==> src/rtl/ping_pong_counter_gen.sv <==
// ping_pong_counter_gen: up/down counter confined to an unsigned window
// [min, max]. In bounce mode it turns around at the window edges. In wrap
// mode it jumps to the opposite edge when a step would leave the window.
// Optional feature: define PPC_BOUNCE_CNT_EN to add a saturating 16-bit
// bounce_cnt output that counts the cycles in which bounce is set.
module ping_pong_counter_gen #(
    parameter int WIDTH = 4
) (
    input  logic             clk,
    input  logic             rst_n,
    input  logic             enable,
    input  logic             flip,
    input  logic             load,
    input  logic [WIDTH-1:0] load_val,
    input  logic             load_dir,
    input  logic             mode,
    input  logic [WIDTH-1:0] min,
    input  logic [WIDTH-1:0] max,
    input  logic [WIDTH-1:0] step,
    output logic [WIDTH-1:0] out,
    output logic             direction,
`ifdef PPC_BOUNCE_CNT_EN
    output logic             bounce,
    output logic [15:0]      bounce_cnt
`else
    output logic             bounce
`endif
);

    // Sums are one bit wider than the count so that they never wrap.
    // "out - step < min" is tested as "out < min + step" to avoid a borrow.
    logic [WIDTH:0]   up_sum;
    logic [WIDTH:0]   dn_limit;
    logic [WIDTH-1:0] up_val;
    logic [WIDTH-1:0] dn_val;
    logic             up_over;
    logic             dn_under;

    assign up_sum   = {1'b0, out} + {1'b0, step};
    assign dn_limit = {1'b0, min} + {1'b0, step};
    assign up_over  = up_sum > {1'b0, max};
    assign dn_under = {1'b0, out} < dn_limit;
    assign up_val   = up_sum[WIDTH-1:0];
    assign dn_val   = out - step;   // only used when out >= min + step, so it cannot borrow

    logic [WIDTH-1:0] out_next;
    logic             direction_next;
    logic             bounce_next;
    logic             eff_dir;

    // Next-state selection, in priority order: load, hold, re-entry, count
    always_comb begin
        out_next       = out;
        direction_next = direction;
        bounce_next    = 1'b0;
        eff_dir        = direction ^ flip;
        if (load) begin
            out_next       = load_val;
            direction_next = load_dir;
        end else if (!enable || (min >= max) || (step == '0)) begin
            // hold: defaults already keep out and direction
        end else if ((out < min) || (out > max)) begin
            out_next       = min;
            direction_next = 1'b1;
        end else if (!mode) begin
            // bounce mode: turn around at an edge, then step and clamp
            if (eff_dir && (out == max)) begin
                eff_dir     = 1'b0;
                bounce_next = 1'b1;
            end else if (!eff_dir && (out == min)) begin
                eff_dir     = 1'b1;
                bounce_next = 1'b1;
            end
            if (eff_dir) begin
                out_next = up_over ? max : up_val;
            end else begin
                out_next = dn_under ? min : dn_val;
            end
            direction_next = eff_dir;
        end else begin
            // wrap mode: leaving the window jumps to the opposite edge
            if (eff_dir) begin
                out_next    = up_over ? min : up_val;
                bounce_next = up_over;
            end else begin
                out_next    = dn_under ? max : dn_val;
                bounce_next = dn_under;
            end
            direction_next = eff_dir;
        end
    end

    // Register the count, direction and bounce pulse; reset starts at min going up
    always_ff @(posedge clk) begin
        if (!rst_n) begin
            out       <= min;
            direction <= 1'b1;
            bounce    <= 1'b0;
        end else begin
            out       <= out_next;
            direction <= direction_next;
            bounce    <= bounce_next;
        end
    end

`ifdef PPC_BOUNCE_CNT_EN
    // Saturating count of bounce events, cleared by reset and by load
    always_ff @(posedge clk) begin
        if (!rst_n || load) begin
            bounce_cnt <= 16'h0000;
        end else if (bounce_next && (bounce_cnt != 16'hFFFF)) begin
            bounce_cnt <= bounce_cnt + 16'h0001;
        end
    end
`endif

endmodule
==> config.mk <==
export PLATFORM = sky130hd
export DESIGN_NAME = ping_pong_counter_gen
export DESIGN_NICKNAME = d
export VERILOG_FILES = /design/src/rtl/ping_pong_counter_gen.sv
export SDC_FILE = /design/constraint.sdc
export NUM_CORES = 1
export LEC_CHECK = 0
export BUFFER_PORTS_ARGS = -buffer_cell sky130_fd_sc_hd__buf_4
export CORE_ASPECT_RATIO = 1.2
export CORE_MARGIN = 2
export CORE_UTILIZATION = 40
export DETAILED_ROUTE_END_ITERATION = 7
export SKIP_CTS_REPAIR_TIMING = 1
export SYNTH_ARGS = -nofsm -noshare
export SYNTH_HDL_FRONTEND = slang
export SYNTH_SLANG_ARGS = --single-unit
==> constraint.sdc <==
create_clock -name clk -period 3.8 [get_ports clk]
set_input_delay 0.38 -clock clk [delete_from_list [all_inputs] [get_ports clk]]
set_output_delay 0.38 -clock clk [all_outputs]
set_load 0.02 [all_outputs]
==> impl_results.md <==
* Reg-to-reg endpoint: out[0]
* Ys Warns at 0
* Leakage power of the design at 0.848 nW
* Total die area at 0.00432 mm^2
* Critical path class: reg2reg
* Worst slew pin tran at 0.705 ns
* Status: completed
* Design area at around 0.0018 mm^2
* Critical Path End: out[0]
* GRT Residual Overflow at 0
* CP Max Fanout at 12
* Antenna violations before repair at 0
* Tcrit/Tclk final at between 90% and 100%
* Io pins at 29
* Clock Sinks at 6
* H-tree level count at 1
* VDD IR-drop max at 184 uV
* Wirelength per Cell at roughly 17 um
* Clk_lat worst skew at around 0.24 ns
* CP endpoint kind: flop
* Async set-reset flop share out of synthesis at 0%
* Global-route wire length before repair at 7310 um
* Gp weighted congestion at 0.871
* Fmax at between 200 and 300 MHz
* Synth area leaders: ha_1 (25%), edfxtp_1 (7.9%), inv_1 (5.4%), mux2i_1 (4.6%), fa_1 (3.9%)
* Register area share after synthesis at approximately a tenth
* Starting density of the core at around two fifths
* Die X at 60.3 um
* Port bufs at 28
* Met3 usage at 1.99%
* Worst min path class: in2reg
* Setup TNS at 0 ns
* CTS tree: built
* Final ANT Viol Nets at 0
* DP Area at 0.00178 mm^2
* Register bit total from synthesis at 6
* Final WL at 4490 um
* Top-area cell type share of the netlist area at 24.6%
* DR pass1 iterations at 4
* Post-Layout Cell Count at 266
* GR Util met2 at between 30% and 40%
* Main synth FF type: edfxtp_1
* Mapped Avg Cell Area at 8.15 um^2
* Final worst slack at roughly 0.26 ns
* Commonest non-fill, non-tap cell in the layout: ha_1
* Row Count at 24
* Clock tree buffer depth at 2
* Core area at 0.00363 mm^2
* Clk_skew at 0.00902 ns
* Inserted Clock Buffers at 3
* Post-synth net total at 243
* P per Cell Area at 368 mW/mm^2
* Worst Setup Start Kind: flop
* Max_cap viols at 0
* CP required at 3.78 ns
* Final Util at 50.5%
* Placed cell count at 262
* Slew HR at 52.4%
* Via count at ~1500
* Clock-pin slew on the worst setup and hold paths at 0.04 ns
* RSZ-0062 raised after global routing: false
* Setup WS pre-CTS at 0.175 ns
* RR Startpoint: out[2]
* Layout area overhead at 20.4%
* DP Wirelength at between 3000 and 4000 um
* Post-layout min period at 3.54 ns
* Post-synthesis instance total at 187
* Final net count at 271
* Final-report setup violation count at 0
* Share of layout cells above drive strength 1 at 19.2%
* Crit. Startpoint: out[2]
* Vias in the first global route at 1504
* Largest net degree at the start of global routing at 18
* Root Buffer: clkbuf_8
* Post-synth cell types at 51
* Vias per inst at 5.71
* CP arrival at 3.52 ns
* Die height at 71.6 um
* Cell taking the most area after synthesis: ha_1
* DRC Markers at 0
* GRT Max-Usage Layer: met2
* Cell Area, Synth at approximately 0.0015 mm^2
* Fin. Hold Viols at 0
* Most frequent cells in the layout: ha_1 (30), buf_4 (29), inv_1 (22), a21oi_1 (10), nor2_1 (10)
* Cells on worst reg2reg path at 12
* Hold Path Stages at 3
* Ant diodes at 0
* Met1 Use GR at between 20% and 30%
* Total GRT Usage at 22.4%
* Initial drt markers at 59
* R2r setup slk at 0.26 ns
* Post-synth EDFFs at 4
* Slew Viols, Final at 0
[worst min-delay path by stage]
stage / start / end / slack [ns]
after floorplan: load_dir / direction / 0.52
after global placement: load_dir / direction / 0.61
after detailed placement: load_dir / direction / 0.62
after CTS: load_dir / direction / 0.39
after global routing: load_dir / direction / 0.40
final: load_dir / direction / 0.39
[routing by layer]
metal	part of all wire, %	routed length [um]
met1	44	1960
met3	3.3	146
met4	3.4	151
met5	0	0
met2	50	2230
[where the power goes]
group / switching, mW / internal [mW] / leakage [nW]
sequential: 0.0174 / 0.0823 / 0.0583
combinational: 0.263 / 0.204 / 0.767
clock: 0.0349 / 0.0728 / 0.0228
total: 0.316 / 0.359 / 0.848
[final cells by class]
type,instances,area [um^2]
tap,52,65.1
fill,375,1800
multi-input combinational,153,1260
sequential,6,160
inverter,22,82.6
timing repair buffer,29,218
clock buffer,4,45.0
[Yosys cell counts (2+ instances only)]
library cell,number
o32ai_1,3
a31oi_1,3
a211oi_1,2
a211o_1,2
o21ai_0,6
clkbuf_1,5
o211ai_1,5
a21oi_1,10
nand4_1,2
ha_1,30
mux2i_1,7
xor2_1,2
o21a_1,3
dfxtp_1,2
or2_2,2
edfxtp_1,4
nor2_1,10
nor3b_1,3
a2111oi_0,2
a21o_1,2
a221o_1,3
o31a_1,2
nor3_1,4
nand2_1,9
nand3_1,3
nor4_1,2
fa_1,3
xnor2_1,3
inv_1,22
nand2b_1,6
nor2b_1,5
[registers in the layout, summed over array words and instances (netlist names)]
| name | cells |
|---|---|
| bounce | 1 |
| direction | 1 |
| out | 4 |
[per-stage QoR]
stage,power [mW],hold slack [ns]
after floorplan,0.427,0.522
after global placement,0.548,0.609
after detailed placement,0.559,0.618
after CTS,0.669,0.388
after global routing,0.735,0.401
final,0.675,0.387
[cell families after synthesis]
kind of cell / Yosys count / synth area share [%]
flops: 6 / 10.5
xor+xnor: 6 / 3.94
simple gates: 52 / 18.5
buf+inv: 28 / 6.98
fa+ha+maj: 33 / 28.6
compound gates: 54 / 25.9
mux: 8 / 5.58
[critical path, stage by stage (launching register included)]
cell and delay, ns:
edfxtp_1 0.51, ha_1 0.46, nor3b_1 0.08, nor3_1 0.23, xor2_1 0.23, inv_1 0.07, ha_1 0.31, nand3_1 0.10
o221ai_1 0.12, a221o_2 0.47, mux2i_1 0.27, a2111oi_2 0.10, a221o_1 0.34
No activity file was read; power rests on OpenSTA's default activity.
